<file path="src/rtl/prog_boot_ctrl.sv">
// Boot/run sequencer: loads a framed, checksummed program image into instruction memory,
// then releases the accumulator core and counts its run cycles until HALT.
module prog_boot_ctrl #(
  parameter int unsigned ADDR_W    = 5,
  parameter int unsigned MEM_DEPTH = 25,
  parameter logic [7:0]  MAGIC     = 8'hA5,
  parameter int unsigned CNT_W     = 16
) (
  input  logic              clk,
  input  logic              rst_n,
  input  logic              start_i,
  input  logic [7:0]        in_data_i,
  input  logic              in_valid_i,
  output logic              in_ready_o,
  output logic [7:0]        mem_wdata_o,
  output logic [ADDR_W-1:0] mem_addr_o,
  output logic              mem_we_o,
  input  logic              core_halt_i,
  output logic              core_run_o,
  output logic              busy_o,
  output logic              load_ok_o,
  output logic              err_o,
  output logic [1:0]        err_code_o,
  output logic [CNT_W-1:0]  run_cycles_o
);

  localparam logic [2:0] StIdle  = 3'd0;
  localparam logic [2:0] StMagic = 3'd1;
  localparam logic [2:0] StLen   = 3'd2;
  localparam logic [2:0] StData  = 3'd3;
  localparam logic [2:0] StChk   = 3'd4;
  localparam logic [2:0] StRun   = 3'd5;
  localparam logic [2:0] StDone  = 3'd6;
  localparam logic [2:0] StErr   = 3'd7;

  logic [2:0]        state_q, state_d;
  logic [7:0]        len_q, len_d;
  logic [ADDR_W-1:0] idx_q, idx_d;
  logic [7:0]        sum_q, sum_d;
  logic              mem_we_q, mem_we_d;
  logic [ADDR_W-1:0] mem_addr_q, mem_addr_d;
  logic [7:0]        mem_wdata_q, mem_wdata_d;
  logic              core_run_q, core_run_d;
  logic [1:0]        err_code_q, err_code_d;
  logic [CNT_W-1:0]  run_cnt_q, run_cnt_d;

  logic       xfer;
  logic       start_ok;
  logic [7:0] chk_sum;

  assign in_ready_o = (state_q == StMagic) || (state_q == StLen) ||
                      (state_q == StData)  || (state_q == StChk);
  assign xfer       = in_valid_i && in_ready_o;
  assign start_ok   = start_i && !in_ready_o;
  assign chk_sum    = sum_q + in_data_i;

  always_comb begin
    state_d     = state_q;
    len_d       = len_q;
    idx_d       = idx_q;
    sum_d       = sum_q;
    mem_we_d    = 1'b0;
    mem_addr_d  = mem_addr_q;
    mem_wdata_d = mem_wdata_q;
    err_code_d  = err_code_q;
    run_cnt_d   = run_cnt_q;

    if (start_ok) begin
      state_d    = StMagic;
      err_code_d = 2'b00;
    end else begin
      case (state_q)
        StMagic: begin
          if (xfer) begin
            if (in_data_i == MAGIC) begin
              state_d = StLen;
            end else begin
              state_d    = StErr;
              err_code_d = 2'b01;
            end
          end
        end
        StLen: begin
          if (xfer) begin
            len_d = in_data_i;
            idx_d = '0;
            sum_d = '0;
            if (in_data_i == 8'd0 || in_data_i > 8'(MEM_DEPTH)) begin
              state_d    = StErr;
              err_code_d = 2'b10;
            end else begin
              state_d = StData;
            end
          end
        end
        StData: begin
          if (xfer) begin
            mem_we_d    = 1'b1;
            mem_addr_d  = idx_q;
            mem_wdata_d = in_data_i;
            sum_d       = sum_q + in_data_i;
            idx_d       = idx_q + 1'b1;
            if (8'(idx_q) == len_q - 8'd1) begin
              state_d = StChk;
            end
          end
        end
        StChk: begin
          if (xfer) begin
            if (chk_sum == 8'd0) begin
              state_d   = StRun;
              run_cnt_d = '0;
            end else begin
              state_d    = StErr;
              err_code_d = 2'b11;
            end
          end
        end
        StRun: begin
          if (core_halt_i) begin
            state_d = StDone;
          end else if (core_run_q && run_cnt_q != {CNT_W{1'b1}}) begin
            run_cnt_d = run_cnt_q + 1'b1;
          end
        end
        default: ;
      endcase
    end

    // Run enable lags RUN entry by one cycle and stays up through DONE.
    core_run_d = ((state_d == StRun) && (state_q == StRun)) || (state_d == StDone);
  end

  always_ff @(posedge clk or negedge rst_n) begin
    if (!rst_n) begin
      state_q     <= StIdle;
      len_q       <= '0;
      idx_q       <= '0;
      sum_q       <= '0;
      mem_we_q    <= 1'b0;
      mem_addr_q  <= '0;
      mem_wdata_q <= '0;
      core_run_q  <= 1'b0;
      err_code_q  <= 2'b00;
      run_cnt_q   <= '0;
    end else begin
      state_q     <= state_d;
      len_q       <= len_d;
      idx_q       <= idx_d;
      sum_q       <= sum_d;
      mem_we_q    <= mem_we_d;
      mem_addr_q  <= mem_addr_d;
      mem_wdata_q <= mem_wdata_d;
      core_run_q  <= core_run_d;
      err_code_q  <= err_code_d;
      run_cnt_q   <= run_cnt_d;
    end
  end

  assign mem_we_o     = mem_we_q;
  assign mem_addr_o   = mem_addr_q;
  assign mem_wdata_o  = mem_wdata_q;
  assign core_run_o   = core_run_q;
  assign busy_o       = in_ready_o || (state_q == StRun);
  assign load_ok_o    = (state_q == StRun) || (state_q == StDone);
  assign err_o        = (state_q == StErr);
  assign err_code_o   = err_code_q;
  assign run_cycles_o = run_cnt_q;

endmodule

</file>
<file path="config.mk">
export PLATFORM = sky130hd
export DESIGN_NAME = prog_boot_ctrl
export DESIGN_NICKNAME = d
export VERILOG_FILES = /design/src/rtl/prog_boot_ctrl.sv
export SDC_FILE = /design/constraint.sdc
export NUM_CORES = 1
export LEC_CHECK = 0
export BUFFER_PORTS_ARGS = -buffer_cell sky130_fd_sc_hd__buf_4
export CAP_MARGIN = 15
export CORE_ASPECT_RATIO = 0.7
export CORE_MARGIN = 5
export CORE_UTILIZATION = 44
export CTS_BUF_LIST = sky130_fd_sc_hd__clkbuf_8 sky130_fd_sc_hd__clkbuf_16
export CTS_CLUSTER_DIAMETER = 100
export CTS_CLUSTER_SIZE = 28
export DETAILED_ROUTE_END_ITERATION = 10
export GPL_TIMING_DRIVEN = 0
export PLACE_DENSITY_LB_ADDON = 0.2
export SYNTH_ARGS = -nofsm -noshare
export SYNTH_HDL_FRONTEND = slang
export SYNTH_SLANG_ARGS = --single-unit
</file>
<file path="constraint.sdc">
create_clock -name clk -period 2.6 [get_ports clk]
set_input_delay 0.65 -clock clk [delete_from_list [all_inputs] [get_ports clk]]
set_output_delay 0.65 -clock clk [all_outputs]
set_load 0.02 [all_outputs]
</file>
==> out/metrics.csv, run 1 <==
stage,metric,value,unit
status,violations,setup timing,
worst_setup_path,critPathMaxStageDelay,0.48,ns
floorplanning,start_util,46.0,%
worst_setup_path,crit_buf_inv,3,
worst_setup_path,cp_top_family,simple AND/OR/NAND/NOR gates,
routing,vias,3103,
routing,dr.pass1.iters,4,
cells_and_area,drive_gt1_share,31.5,%
floorplanning,pin_count,50,
clocking,clk_latency,0.35,ns
routing,drtIter0Drc,229,
run,timing.max_cap.violations,0,
sta,slew_headroom,51.0,%
cells_and_area,insertedDiodeCount,0,
floorplanning,die_w,115,um
floorplanning,die_y,83.8,um
floorplanning,core,0.00745,mm2
status,status,"finished, violations left",
sta,layout_min_cycle_time,2.87,ns
pwr,power,4900,uW
cells_and_area,postLayoutCellArea,0.00438,mm2
logic_synthesis,postSynthCellCount,363,
placed_design,place.gp.congestion,0.964,
floorplanning,die-area,0.00967,mm2
grt,grt_pass1_wl,15400,um
pwr,irDropWorstVdd,0.718,mV
logic_synthesis,synth_flop_cell,dfrtp_1,
placed_design,dp_hpwl,6510,um
sta,final.period_utilization,110,%
logic_synthesis,synth_nets,388,
worst_setup_path,startpoint_type,primary input,
worst_setup_path,cp_max_fo,6,
worst_setup_path,crit_chain,"buf_4, ha_1, o21ai_1, nor4b_2, o21a_1, nor4_4, buf_4, a31oi_4, buf_6, or4_4, a21oi_2",
min_path,min_path_type,in2async,
logic_synthesis,async_reset_ff_share,100,%
clocking,cts_inserted_buffers,9,
clocking,clk_pin_slew,0.08,ns
pwr,leakage,0.00187,uW
cells_and_area,final_common_cell,dfrtp_1,
cells_and_area,layout.cells.non_filler,533,
sta,drv_slew,0,
placed_design,dpl.cell_count,509,
sta,tns,-2.85,ns
worst_setup_path,required,2.87,ns
cells_and_area,final_cell_mix,"dfrtp_1, buf_4, nand2_1, o21ai_0",
routing,drc,0,
logic_synthesis,ys_ff_latch,57,
clocking,cts_tree,done,
routing,ant_nets,0,
sta,clock_skew,0.00692,ns
clocking,clk_root_buffer_cell,clkbuf_8,
worst_setup_path,r2r-start,sum_q[0]$_DFFE_PN0P_,
floorplanning,num_rows,26,
sta,clock.fmax,349,MHz
worst_setup_path,end_kind,register,
logic_synthesis,ys_warn_count,0,
sta,rsz0062_at_grt,true,
grt,grt_max_degree,58,
worst_setup_path,crit_slowest_cell,or4_4,
sta,worstMarginPinSlew,0.735,ns
clocking,clock-sinks,57,
logic_synthesis,synth_area,0.00342,mm2
worst_setup_path,cpMostUsedCell,buf_4,
routing,avgRoutedWirePerCell,17.4,um
clocking,holdBufCountCts,0,
worst_setup_path,critPathLaunch,in_data_i[2],
logic_synthesis,yosysSeqAreaShare,41.7,%
clocking,cts_buffer_depth,2,
cells_and_area,final_util,58.8,%
clocking,htree_levels,3,
sta,finalHoldViolations,0,
grt,first_global_vias,2997,
logic_synthesis,ys_types,67,
placed_design,place_area,0.00394,mm2
routing,via_per_inst,5.82,
grt,grt-ovfl-total,0,
worst_setup_path,crit_type,in2reg,
cells_and_area,area_growth,27.9,%
worst_setup_path,crit_arrival,3.13,ns
logic_synthesis,avgSynthCellArea,9.43,um2
sta,worst_slack,-0.265,ns
routing,routed_wl,9280,um
grt,grt_antenna_before_repair,0,
logic_synthesis,synth_edf_count,0,
pwr,powerDensity,1120,mW/mm2
sta,setup_viol,16,
grt,grt_usage,20.0,%
placed_design,io_buffers,48,
cells_and_area,finalNetCount,455,
## synthesized netlist by cell type (3+ instances only)
cell type  instances  area [um2]
xor2_1             5        43.8
nor3_1             9        45.0
o31ai_1           10        75.1
o21ai_0           26         130
mux2_2            20         225
and3_1             4        25.0
dfrtp_1           57        1430
and2_1             3        18.8
xnor2_1            7        61.3
inv_1             11        41.3
a21oi_2            4        35.0
clkbuf_1          11        41.3
nor2b_1            4        25.0
a31oi_1            4        25.0
nor4_1             3        18.8
ha_1              11         138
or3_1             11        68.8
nand4_1            7        43.8
nand2_1           39         146
or4_4              4        45.0
nand3_1            8        40.0
a21oi_1           25         125
nor2_1            22        82.6
nand2b_1           7        43.8
## registers in the layout, indices dropped and copies added (netlist names), 2 cells and up
| signal | cells |
|---|---|
| err_code_o | 2 |
| idx_q | 5 |
| len_q | 8 |
| mem_addr_o | 5 |
| mem_wdata_o | 8 |
| run_cycles_o | 16 |
| state_q | 3 |
| sum_q | 8 |
## final timing paths
| check | to | slack, ns | depth (start not counted) |
|---|---|---|---|
| min in group clk | sum_q[2]$_DFFE_PN0P_ | 0.48 | 2 |
| min | mem_wdata_o[1]$_DFFE_PN0P_ | 0.35 | 1 |
| max in group asynchronous | mem_wdata_o[6]$_DFFE_PN0P_ | 1.74 | 1 |
| max reg2reg | run_cycles_o[11]$_DFFE_PN0P_ | -0.24 | 11 |
| min reg2reg | sum_q[2]$_DFFE_PN0P_ | 0.48 | 2 |
| max | run_cycles_o[11]$_DFFE_PN0P_ | -0.27 | 11 |
## what timing repair did
action | CTS | global route
gates resized for setup | 21 | 15
gates cloned | 1 | 0
endpoints found under the setup margin | 27 | 23
pin swaps | 20 | 6
setup buffers | 8 | 1
## routing by layer
| metal | vias to the layer above | track usage, % | routed length, um | share of wire [%] |
|---|---|---|---|---|
| met3 | 14 | 6.30 | 710 | 7.6 |
| met5 | - | 0 | 0 | 0 |
| li1 | 1474 | - | - | - |
| met4 | 0 | 4.80 | 138 | 1.5 |
| met2 | 113 | 27.4 | 3990 | 43 |
| met1 | 1502 | 30.2 | 4450 | 48 |
## final cells by class
type                    instances  area, um2
fillers                       646       3070
clock buffers                   9        124
inverters                      13       48.8
well taps                      98        123
multi-input cells             278       2030
clock inverters                 7        101
flip-flops and latches         57       1430
repair buffers                 58        443
plain buffers                  13       77.6
## per-stage QoR
stage	setup WS [ns]	hold WS (ns)
floorplan	-0.428	0.354
global placement	-0.959	0.461
detailed placement	-0.931	0.469
CTS	-0.251	0.390
global route	-0.318	0.419
finish	-0.265	0.352
## where the power goes
part	total [uW]	switching [uW]	internal [uW]
combinational	2530	1440	1090
clock	949	402	547
sequential	1420	241	1180
## logic make-up after synthesis
family,count (synthesis),share of synthesized area (%)
fa+ha+maj,12,4.61
mux,20,6.58
simple gates,133,21.1
flops,57,41.7
compound gates,101,19.7
buf+inv,28,3.33
xor+xnor,12,3.07
No activity file was read; power rests on OpenSTA's default activity.
==> run 2, diff against run 1 <==
--- a/config.mk
+++ b/config.mk
@@ -5,7 +5,7 @@
 export SDC_FILE = /design/constraint.sdc
 export NUM_CORES = 1
 export LEC_CHECK = 0
-export BUFFER_PORTS_ARGS = -buffer_cell sky130_fd_sc_hd__buf_4
+export BUFFER_PORTS_ARGS = -buffer_cell sky130_fd_sc_hd__clkbuf_2
 export CAP_MARGIN = 15
 export CORE_ASPECT_RATIO = 0.7
 export CORE_MARGIN = 5
@@ -15,6 +15,7 @@
 export CTS_CLUSTER_SIZE = 28
 export DETAILED_ROUTE_END_ITERATION = 10
 export GPL_TIMING_DRIVEN = 0
+export MAX_ROUTING_LAYER = met4
 export PLACE_DENSITY_LB_ADDON = 0.2
 export SYNTH_ARGS = -nofsm -noshare
 export SYNTH_HDL_FRONTEND = slang
==> run 2 against run 1 <==
  * First-iteration DRC count is 0.44% lower
  * Wire length rose by 3.3%
  * Highest routed layer unchanged
  * The run still ends with setup timing left
  * Non-clock buffer count down 3
  * Worst setup slack worse by 0.042 ns
  * Cell count decreased by 0.56%
  * Die area did not move
  * Critical endpoint is now run_cycles_o[5]$_DFFE_PN0P_
  * Maximum frequency down 1.4%
  * Combinational power down 2%
  * Clock skew increased by 0.0035 ns
  * Flip-flop and latch count unchanged
  * Largest cell class unchanged
  * Count of clock-buffer cells in the layout up 1
  * Worst hold slack better by 0.049 ns
  * Critical path type is now reg2reg
==> out/metrics.csv, run 2 (same netlist as run 1, synthesis figures left out) <==
stage,metric,value,unit
status,status,"finished, violations left",
status,violations,setup timing,
cells_and_area,drive_gt1_share,29.4,%
cells_and_area,insertedDiodeCount,0,
floorplanning,die_y,83.8,um
clocking,clk_pin_slew,0.07,ns
clocking,cts_inserted_buffers,9,
floorplanning,num_rows,26,
sta,worst_slack,-0.307,ns
grt,grt_antenna_before_repair,0,
sta,worstMarginPinSlew,0.808,ns
cells_and_area,area_growth,21.9,%
cells_and_area,final_common_cell,dfrtp_1,
routing,via_per_inst,5.80,
grt,first_global_vias,3008,
sta,fin_hold_ws,0.402,ns
worst_setup_path,cp_max_fo,8,
sta,slew_headroom,46.1,%
floorplanning,start_util,46.0,%
min_path,min_path_type,in2async,
worst_setup_path,required,2.89,ns
grt,grt_usage,21.2,%
floorplanning,pin_count,50,
clocking,clk_latency,0.35,ns
clocking,htree_levels,3,
run,timing.max_cap.violations,0,
floorplanning,core,0.00745,mm2
sta,rsz0062_at_grt,true,
cells_and_area,postLayoutCellArea,0.00417,mm2
cells_and_area,finalNetCount,452,
clocking,cts_tree,done,
sta,drv_slew,0,
routing,drc,0,
worst_setup_path,end_kind,register,
sta,clock_skew,0.0104,ns
worst_setup_path,startpoint_type,register,
sta,clock.fmax,344,MHz
clocking,clock-sinks,57,
routing,drtIter0Drc,228,
pwr,irDropWorstVdd,0.503,mV
routing,dr.pass1.iters,4,
floorplanning,die_w,115,um
routing,avgRoutedWirePerCell,18.1,um
routing,ant_nets,0,
worst_setup_path,crit_arrival,3.20,ns
routing,routed_wl,9590,um
pwr,leakage,0.00180,uW
clocking,holdBufCountCts,0,
pwr,powerDensity,1120,mW/mm2
placed_design,place_area,0.00382,mm2
worst_setup_path,crit_type,reg2reg,
placed_design,place.gp.congestion,0.967,
clocking,cts_buffer_depth,2,
placed_design,io_buffers,48,
sta,final.period_utilization,112,%
floorplanning,die-area,0.00967,mm2
placed_design,dp_hpwl,6770,um
sta,setup_viol,20,
cells_and_area,largest_reg_flops,16,
routing,vias,3072,
grt,grt_max_degree,58,
sta,finalHoldViolations,0,
cells_and_area,final_cell_mix,"dfrtp_1, clkbuf_2, nand2_1, o21ai_0, a21oi_1",
clocking,clk_root_buffer_cell,clkbuf_8,
sta,layout_min_cycle_time,2.91,ns
grt,grt-ovfl-total,0,
grt,grt_pass1_wl,15700,um
## run 2: cell types whose count changed in the layout (fill, tap and decap cells not counted), sizes merged
cell	change
buf	-51
clkbuf	+49
bufinv	-2
clkinv	+2
inv	-1
## run 2: critical path, stage by stage, from the launching register on
cell and delay [ns]:
dfrtp_1 0.42, ha_4 0.19, fa_2 0.41, a211oi_4 0.28, o21bai_1 0.14, a21oi_2 0.18
xor2_2 0.30, a31oi_4 0.14, buf_6 0.17, or4_4 0.47, a21oi_2 0.14
## run 2: worst paths after layout
check | startpoint | to | slack [ns] | cells after the start
max | sum_q[0]$_DFFE_PN0P_ | run_cycles_o[5]$_DFFE_PN0P_ | -0.31 | 10
max in group asynchronous | rst_n | run_cycles_o[7]$_DFFE_PN0P_ | 1.66 | 1
min | rst_n | mem_addr_o[3]$_DFFE_PN0P_ | 0.40 | 1
max reg2reg | sum_q[0]$_DFFE_PN0P_ | run_cycles_o[5]$_DFFE_PN0P_ | -0.31 | 10
min in group clk | err_code_o[0]$_DFFE_PN0P_ | err_code_o[0]$_DFFE_PN0P_ | 0.50 | 1
min reg2reg | err_code_o[0]$_DFFE_PN0P_ | err_code_o[0]$_DFFE_PN0P_ | 0.50 | 1
## run 2: final cells by class
| type | count | area, um2 |
|---|---|---|
| clock buffers | 10 | 138 |
| multi-input cells | 278 | 2020 |
| well taps | 98 | 123 |
| repair buffers | 54 | 297 |
| plain buffers | 14 | 78.8 |
| flip-flops and latches | 57 | 1430 |
| clock inverters | 6 | 42.5 |
| inverters | 13 | 48.8 |
| fillers | 677 | 3280 |
## run 2: through the flow
stage / utilization, % / total power [uW] / setup slack, ns / instances / setup TNS (ns)
after floorplan: - / 3050 / -0.428 / 363 / -5.19
after global placement: 51.3 / 3630 / -0.955 / 509 / -19.52
after detailed placement: 51.3 / 3680 / -0.951 / 509 / -19.42
after CTS: 55.3 / 4590 / -0.276 / 529 / -3.34
after global routing: 56.0 / 5020 / -0.402 / 530 / -6.34
final: 56.0 / 4680 / -0.307 / 530 / -4.49
## run 2: per-layer routing
| layer | up-vias | track usage, % | routed length [um] | share of wire, % |
|---|---|---|---|---|
| met5 | - | - | 0 | 0 |
| met2 | 86 | 28.7 | 4020 | 42 |
| met4 | 0 | 5.12 | 139 | 1.4 |
| li1 | 1471 | - | - | - |
| met3 | 16 | 5.58 | 528 | 5.5 |
| met1 | 1499 | 31.3 | 4900 | 51 |
## run 2: what timing repair did
item | 4_1_cts | 5_1_grt
pin swaps | 9 | 3
buffers inserted | 5 | 1
resized for setup | 18 | 7
setup endpoints to repair | 20 | 20
cloned | 0 | 0
## run 2: power by group
part | switching (uW) | internal (uW) | leakage, uW
logic | 1470 | 1020 | 0.000978
clock network | 400 | 372 | 0.0000887
registers | 241 | 1180 | 0.000736
total | 2120 | 2570 | 0.00180
==> run 3, diff against run 2 <==
--- a/config.mk
+++ b/config.mk
@@ -9,7 +9,7 @@
 export CAP_MARGIN = 15
 export CORE_ASPECT_RATIO = 0.7
 export CORE_MARGIN = 5
-export CORE_UTILIZATION = 44
+export CORE_UTILIZATION = 39
 export CTS_BUF_LIST = sky130_fd_sc_hd__clkbuf_8 sky130_fd_sc_hd__clkbuf_16
 export CTS_CLUSTER_DIAMETER = 100
 export CTS_CLUSTER_SIZE = 28
==> run 3 against run 2 <==
  * The run still ends with setup timing left
  * Clock skew shrank 0.0064 ns
  * Utilization down 4.9 points
  * Worst setup slack improved by 0.023 ns
  * First-iteration DRC count decreased by 12%
  * Sequential share of layout area shrank 1.4 points
  * Sequential power hardly changed
  * Worst hold slack gained 0.027 ns
==> out/metrics.csv, run 3 (same netlist as run 1, synthesis figures left out) <==
stage,metric,value,unit
status,status,"finished, violations left",
status,violations,setup timing,
sta,finalHoldViolations,0,
floorplanning,die_y,88.4,um
routing,ant_nets,0,
grt,grt_max_degree,58,
floorplanning,core,0.00851,mm2
clocking,htree_levels,3,
sta,drv_slew,0,
sta,clock_skew,0.00408,ns
sta,setup_viol,18,
sta,slew_headroom,44.7,%
clocking,clk_root_buffer_cell,clkbuf_16,
pwr,leakage,0.00189,uW
worst_setup_path,required,2.86,ns
clocking,clock-sinks,57,
routing,vias,3113,
placed_design,place.gp.congestion,0.943,
clocking,cts_inserted_buffers,9,
routing,drtIter0Drc,201,
routing,drc,0,
sta,tns,-3.56,ns
cells_and_area,area_growth,27.1,%
floorplanning,start_util,40.2,%
cells_and_area,layout.cells.non_filler,557,
cells_and_area,finalNetCount,458,
floorplanning,pin_count,50,
pwr,irDropWorstVdd,0.493,mV
routing,routed_wl,9430,um
worst_setup_path,r2r_cells,10,
worst_setup_path,end_kind,register,
placed_design,io_buffers,48,
sta,worst_slack,-0.284,ns
grt,grt-ovfl-total,0,
worst_setup_path,crit_arrival,3.15,ns
worst_setup_path,r2r_setup_slack,-0.25,ns
clocking,clk_latency,0.33,ns
cells_and_area,postLayoutCellArea,0.00435,mm2
sta,rsz0062_at_grt,true,
floorplanning,num_rows,28,
routing,avgRoutedWirePerCell,16.9,um
sta,worstMarginPinSlew,0.829,ns
grt,grt_antenna_before_repair,0,
cells_and_area,drive_gt1_share,29.7,%
cells_and_area,final_util,51.1,%
pwr,powerDensity,1130,mW/mm2
worst_setup_path,cp_max_fo,6,
sta,final.period_utilization,111,%
placed_design,dpl.cell_count,531,
worst_setup_path,startpoint_type,primary input,
routing,via_per_inst,5.59,
worst_setup_path,r2r_end,run_cycles_o[9]$_DFFE_PN0P_,
routing,dr.pass1.iters,5,
cells_and_area,insertedDiodeCount,0,
grt,first_global_vias,3063,
sta,layout_min_cycle_time,2.88,ns
placed_design,place_area,0.00385,mm2
min_path,min_path_type,in2async,
clocking,cts_tree,done,
placed_design,dp_hpwl,6590,um
worst_setup_path,r2r-start,sum_q[0]$_DFFE_PN0P_,
cells_and_area,final_cell_mix,"dfrtp_1, clkbuf_2, nand2_1, o21ai_0, a21oi_1",
sta,clock.fmax,347,MHz
run,timing.max_cap.violations,0,
cells_and_area,final_common_cell,dfrtp_1,
floorplanning,die-area,0.0108,mm2
cells_and_area,largest_reg_flops,16,
clocking,clk_pin_slew,0.05,ns
floorplanning,die_w,122,um
clocking,cts_buffer_depth,2,
sta,fin_hold_ws,0.428,ns
grt,grt_usage,19.6,%
worst_setup_path,crit_type,in2reg,
grt,grt_pass1_wl,15800,um
==> run 3: changes by cell type in the layout (fill, tap and decap cells not counted), moves of 2 or more <==
cell	change
o21ai_0	-2
clkbuf_16	+10
inv_1	+2
clkbuf_8	-8
buf_4	+4
clkbuf_4	-2
o21ai_1	+2
==> run 3: worst max-delay path by stage <==
| stage | end | from | depth (start not counted) | slack (ns) |
|---|---|---|---|---|
| after floorplan | run_cycles_o[13]$_DFFE_PN0P_ | in_data_i[0] | 10 | -0.43 |
| after global placement | run_cycles_o[5]$_DFFE_PN0P_ | in_data_i[0] | 11 | -0.85 |
| after detailed placement | run_cycles_o[5]$_DFFE_PN0P_ | in_data_i[0] | 11 | -0.87 |
| after CTS | run_cycles_o[9]$_DFFE_PN0P_ | in_data_i[0] | 11 | -0.24 |
| after global routing | run_cycles_o[13]$_DFFE_PN0P_ | in_data_i[2] | 11 | -0.38 |
| final | run_cycles_o[9]$_DFFE_PN0P_ | in_data_i[2] | 11 | -0.28 |
==> run 3: per-stage QoR <==
stage | setup slack (ns) | power, uW
after floorplan | -0.428 | 3050
final | -0.284 | 4930
after CTS | -0.237 | 4860
after global routing | -0.377 | 5310
after detailed placement | -0.870 | 3660
after global placement | -0.850 | 3630
==> run 3: cell type report <==
type,instances,area (um2)
Buffer,15,96.3
Clock buffer,10,239
Clock inverter,5,25.0
Fill cell,813,4160
Inverter,13,48.8
Multi-Input combinational cell,278,2020
Sequential cell,57,1430
Tap cell,120,150
Timing Repair Buffer,59,349
==> run 3: power breakdown <==
part,switching (uW),internal [uW]
Clock,398,653
Sequential,246,1180
Combinational,1440,1020
Total,2080,2850
==> run 3: timing repair <==
action,in CTS,in global routing
setup buffers,9,2
resized for setup,28,7
hold buffers,0,0
cloned,0,0
endpoints found under the setup margin,26,26
pin swaps,15,2
==> run 3: worst max-delay path, stage by stage <==
cell      delay (ns)
clkbuf_2        0.16
ha_1            0.41
or2_1           0.28
nand4_1         0.12
o311ai_2        0.16
nor4_4          0.29
buf_4           0.18
a31oi_4         0.10
buf_6           0.16
or4_4           0.51
a21oi_2         0.14
==> run 3: per-layer routing <==
| metal | share of wire (%) | routed length (um) | vias to the layer above | global-route usage, % |
|---|---|---|---|---|
| met5 | 0 | 0 | - | - |
| met4 | 1.9 | 177 | 0 | 6.82 |
| met3 | 4.5 | 424 | 18 | 4.60 |
| met2 | 42 | 4010 | 73 | 28.3 |
| met1 | 51 | 4820 | 1536 | 26.9 |
| li1 | - | - | 1486 | - |
